## config.mk

```make
export PLATFORM = sky130hd
export DESIGN_NAME = control_unit_pipe
export DESIGN_NICKNAME = d
export VERILOG_FILES = /design/src/rtl/control_unit_pipe.sv
export SDC_FILE = /design/constraint.sdc
export NUM_CORES = 1
export LEC_CHECK = 0
export ABC_CLOCK_PERIOD_IN_PS = 6620
export CAP_MARGIN = 20
export CORE_MARGIN = 1.5
export CORE_UTILIZATION = 40
export CTS_CLUSTER_SIZE = 40
export DETAILED_ROUTE_END_ITERATION = 10
export PLACE_DENSITY = 0.69
export SLEW_MARGIN = 20
export SYNTH_ARGS = -nofsm -noshare
export SYNTH_HDL_FRONTEND = slang
export SYNTH_SLANG_ARGS = --single-unit
```

## constraint.sdc

```tcl
create_clock -name clk -period 6.62 [get_ports clk]
set_input_delay 1.324 -clock clk [delete_from_list [all_inputs] [get_ports clk]]
set_output_delay 1.324 -clock clk [all_outputs]
set_load 0.02 [all_outputs]
```

## src/rtl/control_unit_pipe.sv

```systemverilog
// RV32I instruction decoder feeding a small in-order FIFO of decoded control entries.
// Illegal instructions are counted (saturating) and flagged in the entry with all enables cleared.
module control_unit_pipe #(
    parameter int DEPTH        = 2,
    parameter int CNT_W        = 16,
    parameter int SUPPORT_JUMP = 1
) (
    input  logic                     clk,
    input  logic                     rst_n,
    input  logic                     flush,
    input  logic                     in_valid,
    output logic                     in_ready,
    input  logic [31:0]              in_instr,
    output logic                     out_valid,
    input  logic                     out_ready,
    output logic                     out_reg_w_enable,
    output logic [2:0]               out_imm_sel,
    output logic [3:0]               out_alu_control,
    output logic                     out_alu_mux_in,
    output logic                     out_alu_src_pc,
    output logic                     out_alu_mux_out,
    output logic                     out_ram_w_enable,
    output logic                     out_br_enable,
    output logic                     out_br_mux_inv,
    output logic                     out_jump,
    output logic                     out_jalr,
    output logic                     out_wb_pc4,
    output logic [2:0]               out_databus,
    output logic                     out_illegal,
    output logic [CNT_W-1:0]         illegal_count,
    output logic [$clog2(DEPTH):0]   fifo_level
);
    localparam int AW = $clog2(DEPTH);
    localparam logic [AW:0]      L_FULL = (AW+1)'(DEPTH);
    localparam logic [CNT_W-1:0] C_MAX  = '1;

    localparam logic [3:0] ALU_ADD = 4'b0000, ALU_SUB = 4'b0001, ALU_SLL = 4'b0010,
                           ALU_SLT = 4'b0100, ALU_SLTU = 4'b0110, ALU_EQ = 4'b0111,
                           ALU_XOR = 4'b1000, ALU_SRL = 4'b1010, ALU_SRA = 4'b1011,
                           ALU_OR = 4'b1100, ALU_AND = 4'b1110, ALU_PASSB = 4'b1111;
    localparam logic [2:0] IMM_I = 3'b000, IMM_S = 3'b001, IMM_B = 3'b010,
                           IMM_U = 3'b011, IMM_J = 3'b100;

    logic [6:0]  w_op;
    logic [2:0]  w_f3;
    logic [6:0]  w_f7;
    logic        w_f7_zero, w_f7_alt;
    logic [3:0]  w_alu_f3;
    logic        w_reg_w, w_mux_in, w_src_pc, w_mux_out, w_ram_w, w_br, w_inv;
    logic        w_jump, w_jalr, w_wb_pc4, w_ill;
    logic [2:0]  w_imm, w_db;
    logic [3:0]  w_alu;
    logic [20:0] w_entry, w_head;
    logic        w_push, w_pop, w_unused_bits;

    assign w_op          = in_instr[6:0];
    assign w_f3          = in_instr[14:12];
    assign w_f7          = in_instr[31:25];
    assign w_f7_zero     = (w_f7 == 7'b0000000);
    assign w_f7_alt      = (w_f7 == 7'b0100000);
    assign w_unused_bits = ^{in_instr[24:15], in_instr[11:7]};

    always_comb begin
        case (w_f3)
            3'b000:  w_alu_f3 = ALU_ADD;
            3'b001:  w_alu_f3 = ALU_SLL;
            3'b010:  w_alu_f3 = ALU_SLT;
            3'b011:  w_alu_f3 = ALU_SLTU;
            3'b100:  w_alu_f3 = ALU_XOR;
            3'b101:  w_alu_f3 = ALU_SRL;
            3'b110:  w_alu_f3 = ALU_OR;
            default: w_alu_f3 = ALU_AND;
        endcase
    end

    always_comb begin
        w_reg_w = 1'b0; w_mux_in = 1'b0; w_src_pc = 1'b0; w_mux_out = 1'b0;
        w_ram_w = 1'b0; w_br = 1'b0; w_inv = 1'b0; w_jump = 1'b0;
        w_jalr = 1'b0; w_wb_pc4 = 1'b0; w_ill = 1'b0;
        w_imm = IMM_I; w_db = 3'b000; w_alu = ALU_ADD;
        case (w_op)
            7'b0110011: begin
                w_reg_w = 1'b1; w_mux_in = 1'b1; w_mux_out = 1'b1;
                if (w_f7_zero)                      w_alu = w_alu_f3;
                else if (w_f7_alt && w_f3 == 3'b000) w_alu = ALU_SUB;
                else if (w_f7_alt && w_f3 == 3'b101) w_alu = ALU_SRA;
                else                                w_ill = 1'b1;
            end
            7'b0010011: begin
                w_reg_w = 1'b1; w_mux_out = 1'b1; w_alu = w_alu_f3;
                if (w_f3 == 3'b001 && !w_f7_zero) w_ill = 1'b1;
                if (w_f3 == 3'b101) begin
                    if (w_f7_alt)        w_alu = ALU_SRA;
                    else if (!w_f7_zero) w_ill = 1'b1;
                end
            end
            7'b0000011: begin
                w_reg_w = 1'b1;
                case (w_f3)
                    3'b000:  w_db = 3'b010;
                    3'b001:  w_db = 3'b001;
                    3'b010:  w_db = 3'b000;
                    3'b100:  w_db = 3'b100;
                    3'b101:  w_db = 3'b011;
                    default: w_ill = 1'b1;
                endcase
            end
            7'b0100011: begin
                w_ram_w = 1'b1; w_imm = IMM_S;
                case (w_f3)
                    3'b000:  w_db = 3'b010;
                    3'b001:  w_db = 3'b001;
                    3'b010:  w_db = 3'b000;
                    default: w_ill = 1'b1;
                endcase
            end
            7'b1100011: begin
                w_br = 1'b1; w_mux_in = 1'b1; w_imm = IMM_B; w_inv = w_f3[0];
                case (w_f3[2:1])
                    2'b00:   w_alu = ALU_EQ;
                    2'b10:   w_alu = ALU_SLT;
                    2'b11:   w_alu = ALU_SLTU;
                    default: w_ill = 1'b1;
                endcase
            end
            7'b1101111: begin
                w_reg_w = 1'b1; w_jump = 1'b1; w_wb_pc4 = 1'b1; w_imm = IMM_J;
                w_ill = (SUPPORT_JUMP == 0);
            end
            7'b1100111: begin
                w_reg_w = 1'b1; w_jump = 1'b1; w_jalr = 1'b1; w_wb_pc4 = 1'b1;
                w_ill = (SUPPORT_JUMP == 0) || (w_f3 != 3'b000);
            end
            7'b0110111: begin
                w_reg_w = 1'b1; w_alu = ALU_PASSB; w_mux_out = 1'b1; w_imm = IMM_U;
                w_ill = (SUPPORT_JUMP == 0);
            end
            7'b0010111: begin
                w_reg_w = 1'b1; w_src_pc = 1'b1; w_mux_out = 1'b1; w_imm = IMM_U;
                w_ill = (SUPPORT_JUMP == 0);
            end
            default: w_ill = 1'b1;
        endcase
    end

    // An illegal entry carries nothing but its flag.
    assign w_entry = w_ill ? 21'd1 :
        {w_reg_w, w_imm, w_alu, w_mux_in, w_src_pc, w_mux_out, w_ram_w, w_br,
         w_inv, w_jump, w_jalr, w_wb_pc4, w_db, 1'b0};

    logic [20:0]         r_mem [DEPTH];
    logic [AW-1:0]       r_wr_ptr, r_rd_ptr;
    logic [AW:0]         r_level;
    logic [CNT_W-1:0]    r_cnt;
    logic                r_live;

    assign in_ready  = r_live && (r_level != L_FULL);
    assign out_valid = (r_level != '0);
    assign w_push    = in_valid && in_ready && !flush;
    assign w_pop     = out_valid && out_ready && !flush;

    always_ff @(posedge clk) begin
        if (!rst_n) begin
            r_wr_ptr <= '0;
            r_rd_ptr <= '0;
            r_level  <= '0;
            r_cnt    <= '0;
            r_live   <= 1'b0;
        end else begin
            r_live <= 1'b1;
            if (flush) begin
                r_wr_ptr <= '0;
                r_rd_ptr <= '0;
                r_level  <= '0;
            end else begin
                if (w_push) begin
                    r_mem[r_wr_ptr] <= w_entry;
                    r_wr_ptr        <= r_wr_ptr + AW'(1);
                end
                if (w_pop) r_rd_ptr <= r_rd_ptr + AW'(1);
                if (w_push && !w_pop)      r_level <= r_level + (AW+1)'(1);
                else if (w_pop && !w_push) r_level <= r_level - (AW+1)'(1);
            end
            if (w_push && w_ill && r_cnt != C_MAX) r_cnt <= r_cnt + CNT_W'(1);
        end
    end

    assign w_head = out_valid ? r_mem[r_rd_ptr] : 21'd0;
    assign {out_reg_w_enable, out_imm_sel, out_alu_control, out_alu_mux_in, out_alu_src_pc,
            out_alu_mux_out, out_ram_w_enable, out_br_enable, out_br_mux_inv, out_jump,
            out_jalr, out_wb_pc4, out_databus, out_illegal} = w_head;
    assign illegal_count = r_cnt;
    assign fifo_level    = r_level;
endmodule

```

# ---- Word-level counts from Yosys, hierarchy flattened
# Memory sizes are Yosys's and may differ from the RTL's. A register that Yosys moved wholly into a read port is not among the register bits.
# Index checks and enable logic that the tools add are counted.
dict set report totals {
  register_bits 21
  memories 1
  ramBits 42
  out_inout_bits 41
  wordCells 107
  inputBits 37
}
dict set report classes {
  bitwise 1
  add_sub_neg 5
  eq_ne 20
  n_reduce_logical 32
  mux 43
}
# memory words word_bits read_ports rd_ports_with_merged_regs write_ports line
set mem_list {}
lappend mem_list {r_mem 2 21 1 1 1 151} ;# logic [20:0] r_mem [DEPTH];
# cell n
set op_table {}
lappend op_table {{two-way mux 21 bit} 2}
lappend op_table {{equality test 7 x 6 -> 1 bit, second input constant} 4}
lappend op_table {{one-hot mux 4 bit (7 select lines)} 1}
lappend op_table {{two-way mux 1 bit} 26}
lappend op_table {{one-hot mux 3 bit (4 select lines)} 2}
lappend op_table {{equality test 7 bit, second input constant} 3}
lappend op_table {{two-way mux 4 bit} 5}
lappend op_table {{adder 16 x 1 -> 16 bit, second input constant} 1}
lappend op_table {{inequality test 16 bit, second input constant} 1}
lappend op_table {{one-hot mux 4 bit (4 select lines)} 1}
lappend op_table {{equality test 7 x 5 -> 1 bit, second input constant} 2}
lappend op_table {{logical AND 1 bit} 12}
lappend op_table {{equality test 3 bit, second input constant} 3}
lappend op_table {{one-hot mux 3 bit (3 select lines)} 1}
lappend op_table {{OR reduction 3 bit} 3}
lappend op_table {{OR reduction 2 bit} 4}
lappend op_table {{equality test 7 x 2 -> 1 bit, second input constant} 1}
lappend op_table {{zero test 7 bit} 1}
lappend op_table {{one-hot mux 1 bit (7 select lines)} 1}
lappend op_table {{OR reduction 7 bit} 1}
lappend op_table {{equality test 3 x 2 -> 1 bit, second input constant} 2}
lappend op_table {{one-hot mux 3 bit (2 select lines)} 1}
lappend op_table {{OR reduction 5 bit} 1}
lappend op_table {{equality test 2 bit, second input constant} 2}
lappend op_table {{14 further kinds} 20}

# ---- Longest topological paths before layout
dict set report logic_depth {
  ltp_word 10
  mapped_depth 9
  ltp_nobuf 8
}

# ---- Worst setup path before layout
# OpenSTA, ideal clock, no wires.
dict set report synth_timing {
  path_kind {input to register}
  from {in rst_n}
  to {mem r_mem[0][0] (enable)}
  path_stages 3
  required_ns 6.198
  n_path_buf 1
  path_slack_ns 3.004
  t_arrival_ns 3.194
  setup_time_ns 0.422
  cell_sequence {clkbuf_1 -> nand2b_1 -> nor3_1}
}
dict set report synth_between {
  elab_chain_len 2
}
# item line
set synth_rtl {}
lappend synth_rtl {{from (decl)} 9} ;# input logic rst_n,
lappend synth_rtl {{two-way mux 1 bit} 163} ;# if (!rst_n) begin
lappend synth_rtl {{two-way mux 1 bit (not written as such)} 177} ;# r_mem[r_wr_ptr] <= w_entry;
lappend synth_rtl {{to (decl)} 151}
# Every way passes these cells.

# ---- Worst setup path in the final report
dict set report layout_timing {
  from {in in_instr[5]}
  to {mem r_mem[1][15] (data pin)}
}
dict set report layout_between {
  elab_chain_len 4
  elab_cells_between_ends 13
  classes_between {eq/ne: 9; mux: 3; reduce/logical: 1}
}
# item line
set layout_rtl {}
lappend layout_rtl {{from (decl)} 13} ;# input logic [31:0] in_instr,
lappend layout_rtl {{equality test 7 x 5 -> 1 bit, or another cell as far along} 81} ;# case (w_op)
lappend layout_rtl {{OR reduction 3 bit (no line)} n/a}
lappend layout_rtl {{one-hot mux 1 bit (7 select lines)} 81}
lappend layout_rtl {{two-way mux 21 bit (*)} 147} ;# assign w_entry = w_ill ? 21'd1 :
lappend layout_rtl {{named net w_entry[15]} 53} ;# logic [20:0] w_entry, w_head;
# Mark *: on every way through the listed nets, which the timed path passes. The rest lies on a longest branch.

==> results.sh <==
export IMPL_ff_latch_area_um2=1640
export IMPL_setup_fix_bufs_post_cts=0
export IMPL_final_setup_viol_count=0
export IMPL_fin_tns_setup_ps=0
export IMPL_tritoncts_num_buffers=9
export IMPL_r2r_slack_ps=4170
export IMPL_place_gp_congestion=0.801
export IMPL_synthTopCellsByCount="48 x sky130_fd_sc_hd__nor2_1, 40 x sky130_fd_sc_hd__edfxtp_1, 22 x sky130_fd_sc_hd__dfxtp_1, 22 x sky130_fd_sc_hd__mux2i_1, 20 x sky130_fd_sc_hd__nand2_1"
export IMPL_met2WireLength_um=3060
export IMPL_routed_via_density=5.26
export IMPL_clock_insertion_delay_worst_skew_ps=330
export IMPL_syn_inst=305
export IMPL_routed_wl_met3_um=258
export IMPL_chipWidth_um=90.8
export IMPL_port_buffers=62
export IMPL_die_area_um2=8240
export IMPL_detailedRoute_firstIterationViolations=101
export IMPL_number_of_flops_mapped_to_enable_cells_by_yosys=40
export IMPL_clock_path_buffers=2
export IMPL_netlist_top_cell_by_area="sky130_fd_sc_hd__edfxtp_1"
export IMPL_drtPass1Iterations=4
export IMPL_synth_seq_area_share_pct=53.2
export IMPL_share_seq_of_total_power_pct=48.3
export IMPL_grt_util_all_layers_pct=16.8
export IMPL_clk_tree_root_cell="sky130_fd_sc_hd__clkbuf_8"
export IMPL_hold_viol_final=0
export IMPL_period_share_pct=57.8
export IMPL_ys_dominant_reg_cell="sky130_fd_sc_hd__edfxtp_1"
export IMPL_period_minus_slack_ps=3820
export IMPL_finalCoreUtilization_pct=54.5
export IMPL_peakVddDrop_uv=109
export IMPL_asyncSetResetFlopFracSynth_pct=0
export IMPL_top_layer="met4"
export IMPL_crit_type="in2reg"
export IMPL_largest_cells_by_area_after_synthesis="sky130_fd_sc_hd__edfxtp_1 39%, sky130_fd_sc_hd__dfxtp_1 14%, sky130_fd_sc_hd__mux2i_1 7.1%"
export IMPL_nNetsFinal=405
export IMPL_drcViolationCount=0
export IMPL_pin_count=78
export IMPL_post_drt_wl_per_cell_um=13.9
export IMPL_largest_net_degree_at_the_start_of_global_routing=32
export IMPL_timing_critical_path_fanout_max=31
export IMPL_clock_power_share_pct=44.7
export IMPL_syn_avg_cell_area_um2=10.1
export IMPL_post_route_cell_area_um2=4020
export IMPL_max_freq_mhz=262
export IMPL_timing_critical_path_required_ps=6690
export IMPL_power_per_cell_area_nw_per_um2=213
export IMPL_p_sw_uw=171
export IMPL_multi_input_comb_area_um2=1330
export IMPL_syn_nets=346
export IMPL_worst_setup_ep_type="flop"
export IMPL_hpwl_um=4640
export IMPL_post_synth_num_cell_types=42
export IMPL_rr_worst_depth=6
export IMPL_antenna_violating_nets_post_route=0
export IMPL_maxCapViolCount=0
export IMPL_design_power_total_uw=856
export IMPL_total_wire_length_um=6520
export IMPL_coreArea_um2=7370
export IMPL_worst_setup_hold_path_clk_slew_ps=60
export IMPL_final_hold_worst_slack_ps=501
export IMPL_power_static_leakage_uw=0.00127
export IMPL_finalMaxSlewViolations=0
export IMPL_placementRows=31
export IMPL_power_switching_share_pct=20.0
export IMPL_globalRouteOverflowTotal=0
export IMPL_yosys_register_bits=62
export IMPL_comb_power_share_pct=7.1
export IMPL_whs_path_depth=2
export IMPL_antenna_diode_count=0
export IMPL_proportion_of_netlist_area_held_by_the_largest_area_contributor_pct=39.0
export IMPL_worstSetupStartpointType="primary input"
export IMPL_grt_pass1_vias=2328
export IMPL_cts_htree_levels=3
export IMPL_rsz_0062_raised_after_global_routing="no"
export IMPL_cts_hold_buffers=0
export IMPL_synthMostInstantiatedCell="sky130_fd_sc_hd__nor2_1"
export IMPL_timing_slew_headroom_pct=47.9
export IMPL_nFillCells=650
export IMPL_power_internal_uw=685
export IMPL_syn_cell_area_um2=3080
export IMPL_cts_resized_gates=0
export IMPL_dr_total_vias=2460
export IMPL_tritoncts="yes"
export IMPL_fp_dieH_um=90.8
export IMPL_share_of_cells_above_drive_strength_1_pct=6.50
export IMPL_areaGrowthSynthToFinish_pct=30.3
export IMPL_postPlaceCellArea_um2=3790
export IMPL_ys_warnings_count=0
export IMPL_m1WireLength_um=3160
export IMPL_grt_pass1_wl_um=11100
export IMPL_status="complete, no violations"
export IMPL_cts_sinks=62
export IMPL_worst_slew_pin_slew_ps=779
export IMPL_grt_antenna_before_repair=0
export IMPL_initial_core_util_pct=41.8
export IMPL_critPathArrivalTime_ps=3900
export IMPL_clock_skew_after_layout_ps=8.24
export IMPL_hold_class="reg2reg"
[stage by stage]
step,worst slack (ps),cells
after global placement,2510,452
after floorplan,3000,305
final,2800,468
after CTS,2810,468
after global routing,2620,468
after detailed placement,2470,452
[cell type report]
class,instances,area share [%]
well taps,99,3.08
flip-flops and latches,62,40.9
repair buffers,65,16.0
inverters,13,1.21
clock inverters,5,2.43
clock buffers,11,3.27
multi-input cells,213,33.1
[cell families after synthesis]
| group | count (synthesis) | synth area share [%] |
|---|---|---|
| buf+inv | 30 | 3.98 |
| compound gates | 56 | 11.8 |
| simple gates | 126 | 20.8 |
| fa+ha+maj | 4 | 1.62 |
| xor+xnor | 5 | 1.42 |
| mux | 22 | 7.14 |
| flops | 62 | 53.2 |
[power groups by stage]
stage                     registers, uW  logic, uW  clock network (uW)
after global routing                413       66.9                 407
after global placement              421       59.0                   0
final                               413       60.4                 382
after floorplan                     421       33.3                   0
after detailed placement            421       60.3                   0
after CTS                           413       60.7                 388
[placed cells by master, fill, tap and decap left out, types with 4 or more instances in the layout]
cell | synthesis | final
sky130_fd_sc_hd__xor2_1 | 4 | 4
sky130_fd_sc_hd__edfxtp_1 | 40 | 40
sky130_fd_sc_hd__a21oi_1 | 17 | 17
sky130_fd_sc_hd__nor3_1 | 6 | 4
sky130_fd_sc_hd__clkdlybuf4s50_1 | 0 | 62
sky130_fd_sc_hd__ha_1 | 4 | 4
sky130_fd_sc_hd__o21ai_0 | 11 | 11
sky130_fd_sc_hd__nand4_1 | 7 | 7
sky130_fd_sc_hd__nand2_1 | 20 | 20
sky130_fd_sc_hd__nand2b_1 | 10 | 10
sky130_fd_sc_hd__mux2i_1 | 22 | 22
sky130_fd_sc_hd__or4_1 | 4 | 4
sky130_fd_sc_hd__o31ai_1 | 9 | 9
sky130_fd_sc_hd__clkbuf_8 | 0 | 9
sky130_fd_sc_hd__o211ai_1 | 7 | 7
sky130_fd_sc_hd__dfxtp_1 | 22 | 21
sky130_fd_sc_hd__nor2_1 | 48 | 48
sky130_fd_sc_hd__or3_1 | 5 | 5
sky130_fd_sc_hd__a211oi_1 | 4 | 4
sky130_fd_sc_hd__inv_1 | 12 | 12
sky130_fd_sc_hd__nand3_1 | 7 | 7
[state kept, by name, summed over array words and instances, names as in the netlist, named ones only]
register	cells
r_rd_ptr	1
r_mem	40
r_wr_ptr	1
illegal_count	16
fifo_level	2
r_live	1
[routing by layer]
metal | vias up | track usage (%)
met2 | 61 | 25.6
li1 | 1231 | -
met5 | - | 0
met1 | 1166 | 22.8
met3 | 2 | 3.96
met4 | 0 | 6.77
[worst max-delay path, cell delays in order]
cell                              delay [ps]
sky130_fd_sc_hd__clkdlybuf4s50_1         630
sky130_fd_sc_hd__or4_1                   600
sky130_fd_sc_hd__a31o_1                  220
sky130_fd_sc_hd__and3_4                  270
sky130_fd_sc_hd__inv_1                   350
sky130_fd_sc_hd__nor2_1                  170
sky130_fd_sc_hd__a311o_1                 310
[worst paths after layout]
kind	start	endpoint
setup / recovery	in_instr[5]	r_mem[1][15]$_DFFE_PP_
hold / removal	r_rd_ptr$_SDFFE_PP0P_	flop
setup reg to reg	fifo_level[0]$_SDFFE_PP0P_	illegal_count[11]$_SDFFE_PN0P_
hold reg to reg	r_rd_ptr$_SDFFE_PP0P_	flop
Note: power is estimated with default switching activity, not from simulation.
